File: src/rtl/heater_pkg.sv
// Shared types and default constants for the heater supervisory controller.
// Optional feature macro: HEATER_CTRL_ERRCNT_EN (adds a global fault counter).
package heater_pkg;

   localparam int unsigned HEATER_N         = 18;
   localparam int unsigned HEATER_STAGGER   = 1024;
   localparam int unsigned HEATER_CLR_PULSE = 4;
   localparam int unsigned HEATER_MAX_RETRY = 3;

   // Turn-on scheduler states
   typedef enum logic {
      S_IDLE = 1'b0,
      S_WAIT = 1'b1
   } sched_state_t;

endpackage : heater_pkg

File: src/rtl/heater_if.sv
// Operator/heater-array bundle for heater_ctrl.
// master : drives req_enable, clear_req, heater_error; observes the status.
// slave  : the controller; drives heater_enable, heater_err_clear,
//          err_sticky, lockout, busy (and err_count with HEATER_CTRL_ERRCNT_EN).
interface heater_if
   import heater_pkg::*;
#(
   parameter int unsigned N = HEATER_N
) ();

   logic [N-1:0] req_enable;
   logic [N-1:0] clear_req;
   logic [N-1:0] heater_error;
   logic [N-1:0] heater_enable;
   logic [N-1:0] heater_err_clear;
   logic [N-1:0] err_sticky;
   logic [N-1:0] lockout;
   logic         busy;
`ifdef HEATER_CTRL_ERRCNT_EN
   logic [15:0]  err_count;

   modport master (
      output req_enable, clear_req, heater_error,
      input  heater_enable, heater_err_clear, err_sticky, lockout, busy, err_count
   );
   modport slave (
      input  req_enable, clear_req, heater_error,
      output heater_enable, heater_err_clear, err_sticky, lockout, busy, err_count
   );
`else
   modport master (
      output req_enable, clear_req, heater_error,
      input  heater_enable, heater_err_clear, err_sticky, lockout, busy
   );
   modport slave (
      input  req_enable, clear_req, heater_error,
      output heater_enable, heater_err_clear, err_sticky, lockout, busy
   );
`endif

endinterface : heater_if

File: src/rtl/heater_chan.sv
// Per-channel supervisor: enable, sticky error, retry/lockout and clear pulse.
// Ports:
//   clk, rst_n    : clock, async active-low reset
//   i_req         : requested enable (level)
//   i_clear       : clear request (rising edge acts)
//   i_error       : error flag from the heater instance
//   i_grant       : one-cycle turn-on grant from the scheduler
//   o_enable      : heater enable
//   o_err_clear   : error-clear pulse to the heater
//   o_sticky      : latched error
//   o_lockout     : channel locked out after repeated faults
//   o_eligible_c  : combinational, channel may be granted a turn-on
//   o_fault_c     : combinational, fault-while-enabled this cycle
//                   (only with HEATER_CTRL_ERRCNT_EN)
module heater_chan
   import heater_pkg::*;
#(
   parameter int unsigned CLR_PULSE_CYCLES = HEATER_CLR_PULSE,
   parameter int unsigned MAX_RETRY        = HEATER_MAX_RETRY
) (
   input  logic clk,
   input  logic rst_n,
   input  logic i_req,
   input  logic i_clear,
   input  logic i_error,
   input  logic i_grant,
   output logic o_enable,
   output logic o_err_clear,
   output logic o_sticky,
   output logic o_lockout,
   output logic o_eligible_c
`ifdef HEATER_CTRL_ERRCNT_EN
   ,
   output logic o_fault_c
`endif
);

   localparam int unsigned RETRY_W = (MAX_RETRY > 0) ? $clog2(MAX_RETRY + 1) : 1;
   localparam int unsigned PULSE_W = (CLR_PULSE_CYCLES > 0) ? $clog2(CLR_PULSE_CYCLES + 1) : 1;
   localparam logic [RETRY_W-1:0] RETRY_MAX  = RETRY_W'(MAX_RETRY);
   localparam logic [PULSE_W-1:0] PULSE_LOAD = PULSE_W'(CLR_PULSE_CYCLES);

   logic               r_enable;
   logic               r_sticky;
   logic               r_lockout;
   logic               r_err_clear;
   logic               r_clear_d;
   logic [RETRY_W-1:0] r_retry;
   logic [PULSE_W-1:0] r_pulse;

   logic               w_fault;
   logic               w_clr_edge;
   logic               w_final;
   logic [RETRY_W-1:0] w_retry_inc;

   // Event decode; a restarting edge suppresses the end-of-pulse clear
   always_comb begin
      w_fault     = i_error & r_enable;
      w_clr_edge  = i_clear & ~r_clear_d;
      w_final     = (r_pulse == PULSE_W'(1)) & ~w_clr_edge;
      w_retry_inc = (r_retry == RETRY_MAX) ? r_retry : r_retry + RETRY_W'(1);
   end

   // Channel state
   always_ff @(posedge clk or negedge rst_n) begin
      if (!rst_n) begin
         r_enable    <= 1'b0;
         r_sticky    <= 1'b0;
         r_lockout   <= 1'b0;
         r_err_clear <= 1'b0;
         r_clear_d   <= 1'b0;
         r_retry     <= '0;
         r_pulse     <= '0;
      end else begin
         r_clear_d <= i_clear;

         // A grant is dropped if the heater reports an error in the same cycle
         if (w_fault || !i_req) begin
            r_enable <= 1'b0;
         end else if (i_grant && !i_error) begin
            r_enable <= 1'b1;
         end

         // Any error latches; end of pulse clears only when the error is gone
         r_sticky <= i_error | (r_sticky & ~w_final);

         if (w_fault) begin
            r_retry <= w_retry_inc;
            if (w_retry_inc == RETRY_MAX) begin
               r_lockout <= 1'b1;
            end
         end else if (w_clr_edge && !i_req) begin
            r_retry   <= '0;
            r_lockout <= 1'b0;
         end

         if (w_clr_edge) begin
            r_pulse <= PULSE_LOAD;
         end else if (r_pulse != '0) begin
            r_pulse <= r_pulse - PULSE_W'(1);
         end
         r_err_clear <= w_clr_edge | (r_pulse > PULSE_W'(1));
      end
   end

   assign o_enable     = r_enable;
   assign o_err_clear  = r_err_clear;
   assign o_sticky     = r_sticky;
   assign o_lockout    = r_lockout;
   assign o_eligible_c = i_req & ~r_enable & ~r_sticky & ~r_lockout & ~r_err_clear;
`ifdef HEATER_CTRL_ERRCNT_EN
   assign o_fault_c    = w_fault;
`endif

endmodule : heater_chan

File: src/rtl/heater_ctrl.sv
// Heater supervisory stage: staggered turn-on scheduler over N channels.
// Ports:
//   clk, rst_n : clock, async active-low reset
//   bus        : heater_if.slave -- requests/clears/errors in; enables,
//                clear pulses, sticky/lockout status and busy out.
// Optional macro HEATER_CTRL_ERRCNT_EN adds bus.err_count, a saturating
// count of fault-while-enabled events across all channels.
module heater_ctrl
   import heater_pkg::*;
#(
   parameter int unsigned N                = HEATER_N,
   parameter int unsigned STAGGER_CYCLES   = HEATER_STAGGER,
   parameter int unsigned CLR_PULSE_CYCLES = HEATER_CLR_PULSE,
   parameter int unsigned MAX_RETRY        = HEATER_MAX_RETRY
) (
   input  logic    clk,
   input  logic    rst_n,
   heater_if.slave bus
);

   localparam int unsigned CNT_W = (STAGGER_CYCLES > 1) ? $clog2(STAGGER_CYCLES) : 1;
   localparam logic [CNT_W-1:0] CNT_LOAD = CNT_W'(STAGGER_CYCLES - 1);

   sched_state_t     r_state;
   sched_state_t     w_state_nxt;
   logic [CNT_W-1:0] r_cnt;
   logic [CNT_W-1:0] w_cnt_nxt;
   logic             r_busy;
   logic             w_busy_nxt;

   logic [N-1:0]     w_elig;
   logic [N-1:0]     w_grant;
   logic [N-1:0]     w_enable;
   logic [N-1:0]     w_err_clear;
   logic [N-1:0]     w_sticky;
   logic [N-1:0]     w_lockout;
`ifdef HEATER_CTRL_ERRCNT_EN
   logic [N-1:0]     w_fault;
`endif

   for (genvar g = 0; g < int'(N); g++) begin : g_chan
      heater_chan #(
         .CLR_PULSE_CYCLES (CLR_PULSE_CYCLES),
         .MAX_RETRY        (MAX_RETRY)
      ) u_chan (
         .clk          (clk),
         .rst_n        (rst_n),
         .i_req        (bus.req_enable[g]),
         .i_clear      (bus.clear_req[g]),
         .i_error      (bus.heater_error[g]),
         .i_grant      (w_grant[g]),
         .o_enable     (w_enable[g]),
         .o_err_clear  (w_err_clear[g]),
         .o_sticky     (w_sticky[g]),
         .o_lockout    (w_lockout[g]),
         .o_eligible_c (w_elig[g])
`ifdef HEATER_CTRL_ERRCNT_EN
         ,
         .o_fault_c    (w_fault[g])
`endif
      );
   end

   // Scheduler state register
   always_ff @(posedge clk or negedge rst_n) begin
      if (!rst_n) begin
         r_state <= S_IDLE;
         r_cnt   <= '0;
         r_busy  <= 1'b0;
      end else begin
         r_state <= w_state_nxt;
         r_cnt   <= w_cnt_nxt;
         r_busy  <= w_busy_nxt;
      end
   end

   // Next state; IDLE grants the lowest eligible channel (x & -x isolates it)
   always_comb begin
      w_state_nxt = r_state;
      w_cnt_nxt   = r_cnt;
      w_grant     = '0;
      w_busy_nxt  = 1'b0;
      case (r_state)
         S_IDLE: begin
            if (|w_elig) begin
               w_grant     = w_elig & (~w_elig + N'(1));
               w_cnt_nxt   = CNT_LOAD;
               w_state_nxt = S_WAIT;
            end
         end
         S_WAIT: begin
            if (r_cnt == '0) begin
               w_state_nxt = S_IDLE;
            end else begin
               w_cnt_nxt = r_cnt - CNT_W'(1);
            end
         end
         default: w_state_nxt = S_IDLE;
      endcase
      w_busy_nxt = (w_state_nxt == S_WAIT);
   end

`ifdef HEATER_CTRL_ERRCNT_EN
   localparam int unsigned POP_W = $clog2(N + 1);

   logic [POP_W-1:0] w_pop;
   logic [16:0]      w_sum;
   logic [15:0]      r_err_count;

   // Popcount of same-cycle faults added with saturation
   always_comb begin
      w_pop = '0;
      for (int i = 0; i < int'(N); i++) begin
         w_pop = w_pop + POP_W'(w_fault[i]);
      end
      w_sum = 17'(r_err_count) + 17'(w_pop);
   end

   always_ff @(posedge clk or negedge rst_n) begin
      if (!rst_n) begin
         r_err_count <= '0;
      end else begin
         r_err_count <= w_sum[16] ? 16'hFFFF : w_sum[15:0];
      end
   end

   assign bus.err_count = r_err_count;
`endif

   assign bus.heater_enable    = w_enable;
   assign bus.heater_err_clear = w_err_clear;
   assign bus.err_sticky       = w_sticky;
   assign bus.lockout          = w_lockout;
   assign bus.busy             = r_busy;

endmodule : heater_ctrl

File: src/flat_wrapper.sv
// flat-port wrapper written by rule: the top's interface ports become plain ports
module heater_ctrl_flat import heater_pkg::*;
#(
   parameter int unsigned N                = HEATER_N,
   parameter int unsigned STAGGER_CYCLES   = HEATER_STAGGER,
   parameter int unsigned CLR_PULSE_CYCLES = HEATER_CLR_PULSE,
   parameter int unsigned MAX_RETRY        = HEATER_MAX_RETRY
)
  (clk, rst_n, bus_req_enable, bus_clear_req, bus_heater_error, bus_heater_enable, bus_heater_err_clear, bus_err_sticky, bus_lockout, bus_busy);
  heater_if #(.N(N)) bus_i ();
  input  logic clk;
  input  logic rst_n;
  input wire logic [$bits(bus_i.req_enable)-1:0] bus_req_enable;
  input wire logic [$bits(bus_i.clear_req)-1:0] bus_clear_req;
  input wire logic [$bits(bus_i.heater_error)-1:0] bus_heater_error;
  output wire logic [$bits(bus_i.heater_enable)-1:0] bus_heater_enable;
  output wire logic [$bits(bus_i.heater_err_clear)-1:0] bus_heater_err_clear;
  output wire logic [$bits(bus_i.err_sticky)-1:0] bus_err_sticky;
  output wire logic [$bits(bus_i.lockout)-1:0] bus_lockout;
  output wire logic [$bits(bus_i.busy)-1:0] bus_busy;
  assign bus_i.req_enable = bus_req_enable;
  assign bus_i.clear_req = bus_clear_req;
  assign bus_i.heater_error = bus_heater_error;
  assign bus_heater_enable = bus_i.heater_enable;
  assign bus_heater_err_clear = bus_i.heater_err_clear;
  assign bus_err_sticky = bus_i.err_sticky;
  assign bus_lockout = bus_i.lockout;
  assign bus_busy = bus_i.busy;
  heater_ctrl #(.N(N), .STAGGER_CYCLES(STAGGER_CYCLES), .CLR_PULSE_CYCLES(CLR_PULSE_CYCLES), .MAX_RETRY(MAX_RETRY)) u_core (.clk(clk), .rst_n(rst_n), .bus(bus_i));
endmodule
File: config.mk
export PLATFORM = sky130hd
export DESIGN_NAME = heater_ctrl_flat
export DESIGN_NICKNAME = d
export VERILOG_FILES = /design/src/rtl/heater_pkg.sv /design/src/rtl/heater_if.sv /design/src/rtl/heater_chan.sv /design/src/rtl/heater_ctrl.sv /design/src/flat_wrapper.sv
export SDC_FILE = /design/constraint.sdc
export NUM_CORES = 1
export LEC_CHECK = 0
export CAP_MARGIN = 20
export CORE_MARGIN = 10
export CORE_UTILIZATION = 57
export CTS_BUF_LIST = sky130_fd_sc_hd__clkbuf_4 sky130_fd_sc_hd__clkbuf_8
export DETAILED_ROUTE_END_ITERATION = 16
export PLACE_DENSITY = 0.89
export SLEW_MARGIN = 0
export SYNTH_ARGS = -nofsm -noshare
export SYNTH_HDL_FRONTEND = slang
export SYNTH_SLANG_ARGS = --single-unit
File: constraint.sdc
create_clock -name clk -period 2.4 [get_ports clk]
set_input_delay 0.6 -clock clk [delete_from_list [all_inputs] [get_ports clk]]
set_output_delay 0.6 -clock clk [all_outputs]
set_load 0.02 [all_outputs]
==> flow_results.org <==
** Floorplanning
- Measured along the y axis, the die boundary spans 148.1 um.
- The floorplan has 46 rows.
- 129 I/O pins were placed.
- Starting density of the core :: 0.5849
- Width of the chip :: 148.1 um
- Area of the core region :: 16000 um2
- The floorplan step defined a die boundary enclosing 21940 um2.

** Clocking
- Clock Root Buffer :: clkbuf_8
- TritonCTS built the clock tree.
- Inserted Clock Buffers :: 17
- In this run the deepest clock path goes through 2 buffers.
- The number of gates resized after CTS was 0.
- Clock Latency Late Sink :: 0.45 ns
- Post-CTS Hold Buffers :: 0
- Counting every sink on the clock net gives 191.
- The H-tree was split into 4 levels.
- Once the clock tree was built, the setup fixing pass inserted 0 buffers.
- Clock transition at the register clock pins on the worst setup and hold paths after CTS :: 0.10 ns

** Synth
- The synthesized netlist occupies a cell area of 9359 um2.
- Synthesis produced a netlist with a net count of 1001.
- Average size of a mapped cell :: 10.52 um2
- Synthesis produced 890 cells.
- Primary FF master, synth :: dfrtp_1
- For this run, the number of Yosys warnings is 0.
- In the synthesized netlist the async set-or-reset flop fraction comes to 1.000.
- The synthesized netlist contains 42 unique library cells.
- The synthesized design contains 191 register bits.
- For this run, the register share of the synthesized area comes to 0.5107.
- Yosys mapped a number of flops with a built-in enable equal to 0.

** Pwr
- For this design the ratio of total power to cell area is 926.3 nW/um2.
- Summed over all cells, the static leakage comes to 4.847 nW.
- Max VDD drop :: 0.0006361 V

** Drt
- After detailed routing, the total wire length is 19090 um.
- Number of detailed-route iterations in the first pass :: 5
- Total vias in the final route :: 6670
- The detail route stage leaves a number of antenna-violating nets equal to 0.
- Violation count after the first detailed-route iteration :: 371
- Detailed-route wire length per cell :: 15.29 um
- Drc violations :: 0
- After detailed routing, the number of vias per cell comes to 5.340.

** STA
- Derived from the worst setup path, the maximum achievable clock frequency is 451.8 MHz.
- Setup violations remaining at the end of the flow were counted as 0.
- Clock Skews :: 0.01132 ns
- The max-slew violation count is 0.
- Time the worst path needs with I/O delays and setup :: 2.213 ns
- Smallest hold slack :: 0.08850 ns
- Worst-Margin Slew :: 0.6980 ns
- Final WS setup :: 0.1867 ns
- Of the available clock period, the critical path in the final layout requires 0.9222.
- The count of endpoints failing hold in the final timing report was 0.
- Setup repair after global routing missed its margin :: no
- Worst slew margin relative to its limit :: 0.5304

** Critical path
- Count of buffer and inverter cells on the critical path :: 1
- Traced cell by cell, the critical path runs through clkdlybuf4s50_1.
- Register-to-register setup slack :: 0.35 ns
- The worst register-to-register path has a depth of 5.
- Data arrives at the worst endpoint at 1.61 ns.
- Count of cell instances traversed by the critical path :: 1
- In this run the critical register-to-register path is captured at u_core.g_chan[8].u_chan.o_enable.
- Startpoint of the lowest-slack register-to-register path :: u_core.g_chan[2].u_chan.o_enable
- Launch point of the worst path :: u_core.g_chan[11].u_chan.o_enable
- Timing endpoint of the critical path :: bus_heater_enable[11]
- In this run the worst path has a maximum fanout of 7.
- Standard cell with the maximum stage delay on the critical path :: clkdlybuf4s50_1
- Kind of cell adding the most delay to the critical path :: buffers and inverters
- Required time at the worst-slack endpoint :: 1.80 ns
- Peak per-stage delay on the critical path :: 0.71 ns
- Type of the worst setup path :: reg -> out
- Crit path launch type :: register
- Kind of end point of the critical path :: output pin

** GRT
- Largest net degree at the start of global routing :: 59
- The number of antenna violations at the first check in global routing was 0.
- Global-route layer with the greatest usage :: met2
- GRT met3 Usage :: 0.04733
- Routing usage on met1 :: 0.2215
- The first global-routing pass estimated 32520 um of wire.
- Global routing finished with a remaining overflow of 0.
- The via count of the first global-routing pass came to 6883.
- Across every metal layer, demand over resource in global routing totals 0.1790.
- Met2 routing resource usage after global routing :: 0.3043

** Finish
- Antenna cell count :: 0
- Signed area change from the synthesized netlist to the final layout :: 19.55%
- The library cell used most frequently in the layout, excluding fill and tap cells, is dfrtp_1.
- Final net count :: 1133
- The library cells used most frequently in the layout, excluding fill and tap cells, are dfrtp_1, clkdlybuf4s50_1, nand2_1, nor2_1, inv_1.
- Of the cells placed in the final design, the portion with a size suffix greater than 1 is 0.1036.

** Outcome
- Status :: finished, final reports clean

** Flow run
- Max-cap violations in this run came to 0.

** Placement
- Detailed placer's ending HPWL :: 15090 um
- Timing analysis after detailed placement gives a worst setup slack of -0.2602 ns.
- Placer's final routability congestion estimate :: 0.7987
- Number of I/O port buffers :: 128

** Worst hold path
- The worst hold path belongs to the class in -> async.
metrics by stage:
step                power, mW  TNS (ns)  utilization  std cells  area, um2
floorplan               7.340         0            -        890       9359
global placement        8.156    -2.329       0.6756       1219      10810
detailed placement      8.403    -3.557       0.6756       1219      10810
CTS                     10.49         0       0.6992       1249      11190
global route            11.22         0       0.6992       1249      11190
finish                  10.36         0       0.6992       1249      11190
layout make-up:
type                       count  area, um2
timing repair buffer         187       1740
sequential                   191       4780
clock buffer                  20      262.8
tap                          216      270.3
clock inverter                10      115.1
multi-input combinational    565       3795
fill                        1189       4812
inverter                      60      225.2
Yosys cell counts, types with 2 or more instances:
master | n | area share
dfrtp_1 | 191 | 0.51
nand2_1 | 84 | 0.034
nor2_1 | 84 | 0.034
buf_4 | 73 | 0.059
inv_1 | 60 | 0.024
ha_1 | 55 | 0.074
nor2b_1 | 55 | 0.037
nand2b_1 | 37 | 0.025
a32o_1 | 36 | 0.039
a21oi_1 | 24 | 0.013
xnor2_1 | 21 | 0.020
nor3b_1 | 19 | 0.015
a211oi_1 | 18 | 0.014
a21o_1 | 18 | 0.014
o21ai_0 | 18 | 0.0096
o22ai_1 | 18 | 0.012
o31ai_1 | 18 | 0.014
nor4_1 | 17 | 0.011
a31oi_1 | 11 | 0.0074
nor4_2 | 4 | 0.0053
a21oi_2 | 3 | 0.0028
or4_1 | 3 | 0.0024
xor2_1 | 3 | 0.0028
a41oi_1 | 2 | 0.0019
logic make-up after synthesis:
kind of cell               synth area share
AOI/OAI and AO/OA                    0.1314
DFF                                  0.5107
xor gates and xnor gates            0.02246
and+or+nand+nor                      0.1781
buffers and inverters               0.08382
adders and majority gates           0.07353
worst min path at each step:
stage / from / to / slack (ns) / cells past startpoint
3_3_place_gp: u_core.g_chan[1].u_chan.o_sticky / u_core.g_chan[1].u_chan.o_sticky / 0.48 / 1
6_report: rst_n / u_core.g_chan[9].u_chan.r_pulse[2] / 0.09 / 1
4_1_cts: rst_n / u_core.g_chan[12].u_chan.r_pulse[1] / 0.08 / 1
5_1_grt: rst_n / u_core.g_chan[9].u_chan.r_pulse[2] / 0.09 / 1
2_1_floorplan: rst_n / u_core.g_chan[0].u_chan.o_enable / 0.30 / 0
3_5_place_dp: u_core.g_chan[0].u_chan.o_sticky / u_core.g_chan[0].u_chan.o_sticky / 0.48 / 1
where the power goes:
group / internal, mW / switching, mW / total [mW]
clock network: 0.964 / 1.10 / 2.06
registers: 3.98 / 0.671 / 4.65
logic: 1.72 / 1.93 / 3.65
total: 6.67 / 3.69 / 10.4
routing by layer:
metal | wire (um) | up-vias
met5 | 0 | -
met4 | 181 | 0
met3 | 918 | 15
met2 | 9549 | 137
met1 | 8443 | 3248
li1 | - | 3270
sequential cells by signal, summed over array words and instances, names as in the netlist:
name and cells:
u_core.r_cnt 10, u_core.r_state 1, u_core.g_chan.u_chan.o_enable 18, u_core.g_chan.u_chan.o_err_clear 18
u_core.g_chan.u_chan.r_pulse 54, u_core.g_chan.u_chan.o_sticky 18, u_core.g_chan.u_chan.o_lockout 18, u_core.g_chan.u_chan.r_retry 36
u_core.g_chan.u_chan.r_clear_d 18
Power figures use the tool's default switching activity.
